**config.mk**
```make
export PLATFORM = sky130hd
export DESIGN_NAME = sweep_scheduler
export DESIGN_NICKNAME = d
export VERILOG_FILES = /design/src/rtl/sweep_pkg.sv /design/src/rtl/cycle_timer.sv /design/src/rtl/sweep_scheduler.sv
export SDC_FILE = /design/constraint.sdc
export NUM_CORES = 1
export LEC_CHECK = 0
export ABC_AREA = 1
export CAP_MARGIN = 30
export CORE_ASPECT_RATIO = 1.1
export CORE_UTILIZATION = 55
export DETAILED_ROUTE_END_ITERATION = 16
export GPL_TIMING_DRIVEN = 0
export MAX_ROUTING_LAYER = met4
export PLACE_DENSITY = 0.73
export SYNTH_ARGS = -nofsm -noshare
export SYNTH_HDL_FRONTEND = slang
export SYNTH_SLANG_ARGS = --single-unit
```
**constraint.sdc**
```tcl
create_clock -name CLK -period 4.25 [get_ports CLK]
set_input_delay 0.85 -clock CLK [delete_from_list [all_inputs] [get_ports CLK]]
set_output_delay 0.85 -clock CLK [all_outputs]
set_load 0.05 [all_outputs]
```
**src/rtl/sweep_pkg.sv**
```systemverilog
// Shared state encoding and parameter defaults for the tracking sweep scheduler.
package sweep_pkg;

  typedef enum logic [2:0] {
    IDLE     = 3'd0,
    H_STEP   = 3'd1,
    H_SETTLE = 3'd2,
    H_SAMPLE = 3'd3,
    V_STEP   = 3'd4,
    V_SETTLE = 3'd5,
    V_SAMPLE = 3'd6,
    MOVE_MAX = 3'd7
  } state_t;

  localparam int unsigned CNT_W                = 32;
  localparam int unsigned SETTLE_CYC_DEF       = 1000;
  localparam int unsigned SAMPLES_PER_STEP_DEF = 4;
  localparam int unsigned MOVE_CYC_DEF         = 50000;
  localparam int unsigned PERIOD_CYC_DEF       = 100000000;

endpackage

```
**src/rtl/cycle_timer.sv**
```systemverilog
// Up-counter with synchronous clear; done flags the last counted event before limit.
module cycle_timer
  import sweep_pkg::*;
(
  input  logic             clk,
  input  logic             rst_n,
  input  logic             load,
  input  logic             count,
  input  logic [CNT_W-1:0] limit,
  output logic             done
);

  logic [CNT_W-1:0] cnt;

  // NOTE: state registers use non-blocking assignments so every flop samples pre-edge values.
  always_ff @(posedge clk or negedge rst_n) begin
    if (!rst_n)     cnt <= '0;
    else if (load)  cnt <= '0;
    else if (count) cnt <= cnt + 1'b1;
  end

  // Independent of load, so the caller may derive load from done without a loop.
  assign done = count && (cnt == limit - 1'b1);

endmodule

```
**src/rtl/sweep_scheduler.sv**
```systemverilog
// Sequencer for a two-axis sun-tracking sweep: H sweep, V sweep, then move to stored max.
module sweep_scheduler
  import sweep_pkg::*;
#(
  parameter int unsigned SETTLE_CYC       = SETTLE_CYC_DEF,
  parameter int unsigned SAMPLES_PER_STEP = SAMPLES_PER_STEP_DEF,
  parameter int unsigned MOVE_CYC         = MOVE_CYC_DEF,
  parameter int unsigned PERIOD_CYC       = PERIOD_CYC_DEF
) (
  input  logic       CLK,
  input  logic       RST,
  input  logic       START,
  input  logic       ABORT,
  input  logic       AUTO,
  input  logic       EOC,
  input  logic       PWM_LIMIT_H,
  input  logic       PWM_LIMIT_V,
  output logic       HS,
  output logic       VS,
  output logic       MC,
  output logic       STEP,
  output logic       SAMPLE_EN,
  output logic       CNT_RST,
  output logic       BUSY,
  output logic       DONE,
  output logic [2:0] STAT
);

  state_t           state, state_nxt;
  logic             phase_load, phase_count, phase_done;
  logic [CNT_W-1:0] phase_limit;
  logic             period_load, period_count, period_done;
  logic             cnt_rst_c, done_c;

  always_ff @(posedge CLK or negedge RST) begin
    if (!RST) state <= IDLE;
    else      state <= state_nxt;
  end

  // One phase timer serves settle, sample (counting EOC) and move; it restarts on every state change.
  always_comb begin
    phase_count = 1'b0;
    phase_limit = CNT_W'(SETTLE_CYC);
    case (state)
      H_SETTLE, V_SETTLE: phase_count = 1'b1;
      H_SAMPLE, V_SAMPLE: begin
        phase_count = EOC;
        phase_limit = CNT_W'(SAMPLES_PER_STEP);
      end
      MOVE_MAX: begin
        phase_count = 1'b1;
        phase_limit = CNT_W'(MOVE_CYC);
      end
      default: ;
    endcase
  end

  // NOTE: every output of this block gets a default first, so no path infers a latch.
  always_comb begin
    state_nxt = state;
    cnt_rst_c = 1'b0;
    done_c    = 1'b0;
    case (state)
      IDLE: if (START || period_done) begin
        state_nxt = H_SETTLE;
        cnt_rst_c = 1'b1;
      end
      H_STEP:   state_nxt = H_SETTLE;
      V_STEP:   state_nxt = V_SETTLE;
      H_SETTLE: if (phase_done) state_nxt = H_SAMPLE;
      V_SETTLE: if (phase_done) state_nxt = V_SAMPLE;
      H_SAMPLE: if (phase_done) state_nxt = PWM_LIMIT_H ? V_SETTLE : H_STEP;
      V_SAMPLE: if (phase_done) state_nxt = PWM_LIMIT_V ? MOVE_MAX : V_STEP;
      MOVE_MAX: if (phase_done) begin
        state_nxt = IDLE;
        done_c    = 1'b1;
      end
      default:  state_nxt = IDLE;
    endcase
    if (ABORT) begin
      state_nxt = IDLE;
      cnt_rst_c = 1'b0;
      done_c    = 1'b0;
    end
  end

  assign phase_load   = (state_nxt != state);
  assign period_count = (state == IDLE) && AUTO;
  assign period_load  = !period_count || (state_nxt != IDLE);

  cycle_timer u_phase_timer (
    .clk   (CLK),
    .rst_n (RST),
    .load  (phase_load),
    .count (phase_count),
    .limit (phase_limit),
    .done  (phase_done)
  );

  cycle_timer u_period_timer (
    .clk   (CLK),
    .rst_n (RST),
    .load  (period_load),
    .count (period_count),
    .limit (CNT_W'(PERIOD_CYC)),
    .done  (period_done)
  );

  assign HS        = (state == H_STEP) || (state == H_SETTLE) || (state == H_SAMPLE);
  assign VS        = (state == V_STEP) || (state == V_SETTLE) || (state == V_SAMPLE);
  assign MC        = (state == MOVE_MAX);
  assign STEP      = (state == H_STEP) || (state == V_STEP);
  assign SAMPLE_EN = (state == H_SAMPLE) || (state == V_SAMPLE);
  assign BUSY      = (state != IDLE);
  assign STAT      = state;
  // START is combinational into CNT_RST, so it must be held off while reset is low.
  assign CNT_RST   = cnt_rst_c && RST;
  assign DONE      = done_c;

endmodule

```
### Word level (Yosys, flattened, before mapping)

Index checks and enable logic that the tools add are counted.

| storage, ports and cells | value |
|---|---|
| bits in registers | 67 |
| bits of input ports | 8 |
| word-level logic and storage cells | 58 |

| operators by class | value |
|---|---|
| add/subtract/negate cells | 3 |
| equality and inequality tests | 10 |
| mux-type cells | 22 |
| reductions and logical operators | 20 |

Operators with widths:

| cell | number |
|---|---|
| $mux 32 | 4 |
| $add 32x1->32 const B | 2 |
| $eq 32x27->1 const B | 1 |
| $eq 32x32->1 | 1 |
| $pmux 16 s2 | 1 |
| $mux 3 | 8 |
| $pmux 3 s8 | 1 |
| $sub 16x1->17 const B | 1 |
| $eq 3x3->1 const B | 4 |
| $logic_or 1x1->1 | 8 |
| $eq 3x2->1 const B | 2 |
| $mux 1 | 6 |
| $reduce_bool 3->1 | 2 |
| $logic_and 1x1->1 | 4 |
| $reduce_bool 2->1 | 2 |
| $eq 3x1->1 const B | 1 |
| $logic_not 3->1 | 1 |
| $ne 3x3->1 | 1 |
| $reduce_or 3->1 | 1 |
| $mux 2 | 1 |
| $pmux 1 s2 | 1 |
| $reduce_or 2->1 | 1 |
| $logic_not 1->1 | 1 |

### Depth between registers and ports, before layout

Gate-level depths: netlist of run 1.

| logic depth | value |
|---|---|
| depth after elaboration | 12 |
| depth in mapped cells | 18 |
| mapped depth without buffers | 17 |

### Cells and area by module

From an unflattened synthesis of run 1, not the netlist that was laid out.

| unflattened totals | value |
|---|---|
| cell total of the unflattened synthesis | 1,120 |
| area, all modules | 6,950.4 µm² |

Modules (own cells, without submodules):

| module | times used | cells each | area each (µm²) | seq. area each (µm²) |
|---|---|---|---|---|
| cycle_timer | 2 | 520 | 3,264.4 | 800.8 |
| sweep_scheduler | 1 | 80 | 421.7 | 75.1 |

### Least setup slack after synthesis of run 1

OpenSTA, ideal clock, no wires.

| timing path | value |
|---|---|
| kind | register to output |
| from | register state[0] (netlist: STAT[0]) |
| to | output port CNT_RST |
| arrival time | 3,109 ps |
| slack | 291 ps |
| stages on the path, launching flop included | 11 |
| path buffers | 1 |
| cells stage by stage | dfrtp_1 > buf_4 > nor2_2 > nand2_1 > inv_1 > nand2_1 > nor3_1 > nand3_1 > o21ai_0 > nand2_1 > nor3b_1 |

| on the way | value |
|---|---|
| cells in the longest elaborated chain, start to end | 8 |

RTL lines:

| item | line | text |
|---|---|---|
| start, declared | sweep_scheduler.sv:29 | `state_t state, state_nxt;` |
| start signal, assigned | sweep_scheduler.sv:37 | `else state <= state_nxt;` |
| $logic_not 3->1 (*) | sweep_scheduler.sv:63, sweep_scheduler.sv:88 |  |
| $logic_and 1x1->1 | sweep_scheduler.sv:88 | `assign period_count = (state == IDLE) && AUTO;` |
| $logic_and 1x1->1 | cycle_timer.sv:23 | `assign done = count && (cnt == limit - 1'b1);` |
| $logic_or 1x1->1 | sweep_scheduler.sv:64 | `IDLE: if (START \|\| period_done) begin` |
| $mux 1 | sweep_scheduler.sv:64 |  |
| $mux 1 (*) | sweep_scheduler.sv:63 | `case (state)` |
| $mux 1 (*) | sweep_scheduler.sv:80 | `if (ABORT) begin` |
| $logic_and 1x1->1 (*) | sweep_scheduler.sv:117 | `assign CNT_RST = cnt_rst_c && RST;` |
| end, declared | sweep_scheduler.sv:23 | `output logic CNT_RST,` |

Mark *: on every way between the ends. The rest lies on a longest branch, timed or not.

### Final worst setup path of run 1

| timing path | value |
|---|---|
| from | register state[2] (netlist: STAT[2]) |
| to | output port DONE |

| on the way | value |
|---|---|
| cells in the longest elaborated chain, start to end | 9 |
| elaborated cells between the ends (all ways) | 15 |
| classes of those cells | add/sub (1); eq/ne (6); mux (5); reduce/logical (3) |

RTL lines:

| item | line | text |
|---|---|---|
| $eq 3x2->1 or $eq 3x3->1 (tied branches) | sweep_scheduler.sv:44 | `case (state)` |
| $reduce_or 2->1 | sweep_scheduler.sv:44 |  |
| $pmux 16 s2 | sweep_scheduler.sv:44 |  |
| $sub 16x1->17 | cycle_timer.sv:23 |  |
| $eq 32x32->1 | cycle_timer.sv:23 |  |
| $logic_and 1x1->1 | cycle_timer.sv:23 |  |
| $mux 1 | sweep_scheduler.sv:74 | `MOVE_MAX: if (phase_done) begin` |
| $mux 1 (*) | sweep_scheduler.sv:63 |  |
| $mux 1 (*) | sweep_scheduler.sv:80 |  |
| end, declared | sweep_scheduler.sv:25 | `output logic DONE,` |

Marks and branches as above.

==> results of run 1 <==
[through the flow]
| stage | setup TNS (ns) | hold WS, ns | setup WS, ns | util, % | total power [uW] |
|---|---|---|---|---|---|
| floorplan | 0 | 0.453 | 0.291 | - | 751 |
| global placement | -1.35 | 0.474 | -1.35 | 60.7 | 794 |
| detailed placement | 0 | 0.491 | 0.480 | 60.6 | 796 |
| CTS | 0 | 0.502 | 0.465 | 63.5 | 1390 |
| global route | 0 | 0.524 | 0.269 | 63.5 | 1440 |
| finish | 0 | 0.494 | 0.467 | 63.5 | 1390 |
[cell usage in the layout, fill, tap and decap left out, types with 7 or more instances in the layout]
cell type        instances
nand2_1                123
a21oi_1                 11
nor4_1                   7
nand4_1                 15
nand3_1                 33
nand3_2                  9
nor2_1                  61
xor2_1                  28
nor3_2                  36
clkbuf_8                10
xnor2_1                 14
buf_6                    8
nor3_1                  16
dfrtp_1                 67
clkdlybuf4s50_1         17
nor2_2                  13
inv_1                   80
[area by class of cell]
class                   count  area, um^2  share of cell area (%)
plain buffers              13         119                    2.38
clock buffers              10         138                    2.75
clock inverters             6        88.8                    1.78
inverters                  85         319                    6.38
multi-input cells         401        2340                    46.9
flip-flops and latches     67        1680                    33.5
well taps                 108         135                    2.70
repair buffers             18         178                    3.55
[layer usage]
| layer | global-route usage, % | part of all wire [%] |
|---|---|---|
| met4 | 9.84 | 2.3 |
| met2 | 41.9 | 48 |
| met1 | 31.1 | 46 |
| met5 | - | 0 |
| met3 | 3.91 | 3.1 |
[state kept, by name, indices dropped and copies added, names as in the netlist]
| register | count |
|---|---|
| STAT | 3 |
| u_period_timer.cnt | 32 |
| u_phase_timer.cnt | 32 |
[worst reg2reg max path, cell delays in order, from the launching register on]
cell and delay [ns]:
dfrtp_1 0.40, ha_1 0.18, nand2_1 0.08, nor2_2 0.13, nand2_1 0.08, nor2_2 0.15, nand2_1 0.13, nor2_2 0.19
nand3_1 0.21, nor4_1 0.46, nand2_1 0.13, xor2_1 0.16, nor2_1 0.10
[worst min-delay path by stage]
stage                                     start               endpoint  slack [ns]
after floorplan           u_period_timer.cnt[0]  u_period_timer.cnt[0]        0.45
final                     u_period_timer.cnt[0]  u_period_timer.cnt[0]        0.49
after global routing      u_period_timer.cnt[0]  u_period_timer.cnt[0]        0.52
after CTS                 u_period_timer.cnt[0]  u_period_timer.cnt[0]        0.50
after detailed placement  u_period_timer.cnt[0]  u_period_timer.cnt[0]        0.49
after global placement    u_period_timer.cnt[0]  u_period_timer.cnt[0]        0.47
[report_power, final]
group,switching [uW],internal [uW],leakage (uW)
Sequential,7.36,645,0.000933
Clock,261,346,0.000108
Combinational,88.1,41.7,0.00109
Total,356,1030,0.00214
[kinds of logic (layout without fill, tap and decap cells)]
group / after synthesis / in the layout / share of synthesized area (%)
muxes: 1 / 1 / 0.224
xor gates and xnor gates: 42 / 42 / 8.25
AOI/OAI and AO/OA: 23 / 23 / 2.78
adders and majority gates: 2 / 2 / 0.561
and+or+nand+nor: 333 / 333 / 40.8
DFF: 67 / 67 / 37.6
buffers and inverters: 98 / 132 / 9.82
==> flow_summary.toml, run 1 <==
[worst_setup_path]
cp_max_fo = 10
crit_path_end_kind = "primary output"
crit_top_cell = "nor2_1"
worstPathArrival_ns = 2.93
required_ns = 3.40
r2r_slack_ns = 1.79
r2r-start = "u_period_timer.cnt[0]"
crit_path_cell_trace = "buf_4 > nand3_2 > inv_1 > nand2_1 > nand4_1 > nor2_1 > nand3_1 > nor2_1 > nand3_1 > nor2_1 > clkdlybuf4s50_1"
r2r-end = "u_period_timer.cnt[28]"
critical_path_cell_count = 11
crit_family = "buffers and inverters"
critPathBufInv = 3
cpMaxStageDelayCell = "clkdlybuf4s50_1"
critPathKind = "flop to primary output"
r2r_cells = 12
crit_path_max_incr_delay_ns = 0.81
cp-startpoint = "STAT[2]"
endpoint = "DONE"
start_kind = "flop"

[logic_synthesis]
async_flop_share_pct = 100
synth_area_um2 = 4460
synth-edff-count = 0
ys.flop_type = "dfrtp_1"
synth_warnings = 0
ys_ff_latch = 67
synth.top_cells.by_count = "nand2_1, inv_1, dfrtp_1, nor2_1, nor3_2"
netlist.top_cell.by_area = "dfrtp_1"
synth_most_common_cell = "nand2_1"
ys_types = 35
avgSynthCellArea_um2 = 7.88
synthTopCellsByArea = "dfrtp_1, nand2_1, nor3_2"
synth_top_area_share_pct = 37.6
syn_inst = 566
synth-seq-area-share_pct = 37.6
syn_nets = 576

[placement]
place_area_um2 = 4770
post-dp-hpwl_mm = 6.97
dp.cells = 692
place.gp.congestion = 0.934
io_buffers = 18

[sta]
hold_viol = 0
finalCritPeriodShare_pct = 89.0
fmax_ghz = 0.264
period_minus_slack_ns = 3.78
clock_skew_ns = 0.00880
slew_headroom_pct = 41.3
setup-violations-final = 0
rsz0062_at_grt = "false"
worst_pin_slew_ns = 0.881
drv_slew = 0

[layout]
area_growth_syn_to_layout_pct = 12.1
fin_area_um2 = 5000
layout.nets = 605
instances_no_fill = 708
layout-drive-gt1-share_pct = 18.0
antenna-diode-count = 0
fillers = 693

[min_path]
hold_path_class = "flop to flop"
whs_path_depth = 1

[power_and_ir_drop]
vdd_ir_drop_max_mv = 0.195
p_leak_uw = 0.00214
p_per_area_nw_per_um2 = 278

[cts]
post-cts-setup-buffers = 0
ctsResizeCount = 0
htreeDepth = 3
ctsHoldBuffers = 0
clk_latency_ns = 0.35
clk_pin_slew_worst_paths_ns = 0.08
cts_buffers = 9
cts_tree = "done"
clock_path_buffers = 2
cts_sinks = 67
clockRootBuffer = "clkbuf_8"

[status]
status = "complete, no violations"

[routing]
drc = 0
first_pass_iters = 5
route.antenna.remaining_nets = 0
vias = 3716
totalWireLength_mm = 9.49
drt_iter0_markers = 181
wire_per_inst_um = 13.4
viasPerCell = 5.25

[floorplan]
chipWidth_um = 87.9
initial_utilization_pct = 56.7
placementRows = 34
die-area_um2 = 8470
die_y_um = 96.4
coreArea_um2 = 7870
ios = 19

[global_routing]
gr-total-overflow = 0
antenna_found_initial = 0
grt_util_all_layers_pct = 25.3
grt_max_degree = 69
grt_pass1_wl_mm = 16.0
grt_pass1_vias = 3574

[flow_run]
cap_violations = 0
(Power assumes the default switching activity.)
==> run 2: changes to the inputs <==
==> constraint.sdc (replaced) <==
create_clock -name CLK -period 4.3 [get_ports CLK]
set_input_delay 0.86 -clock CLK [delete_from_list [all_inputs] [get_ports CLK]]
set_output_delay 0.86 -clock CLK [all_outputs]
set_load 0.05 [all_outputs]
==> results of run 2 <==
The final DEF is identical to that of run 1. Status: complete, no violations.
Main changes from that run: setup slack after placement 0.480 ns -> 0.510 ns; clock-pin slew on the worst setup and hold paths 0.08 ns -> 0.07 ns; setup slack after layout 0.467 ns -> 0.503 ns; start point of the critical path STAT[2] -> AUTO; end point of the critical path DONE -> CNT_RST; register-to-register setup slack 1.79 ns -> 1.84 ns; total power 1390 uW -> 1370 uW; worst IR drop on VDD 0.195 mV -> 0.193 mV
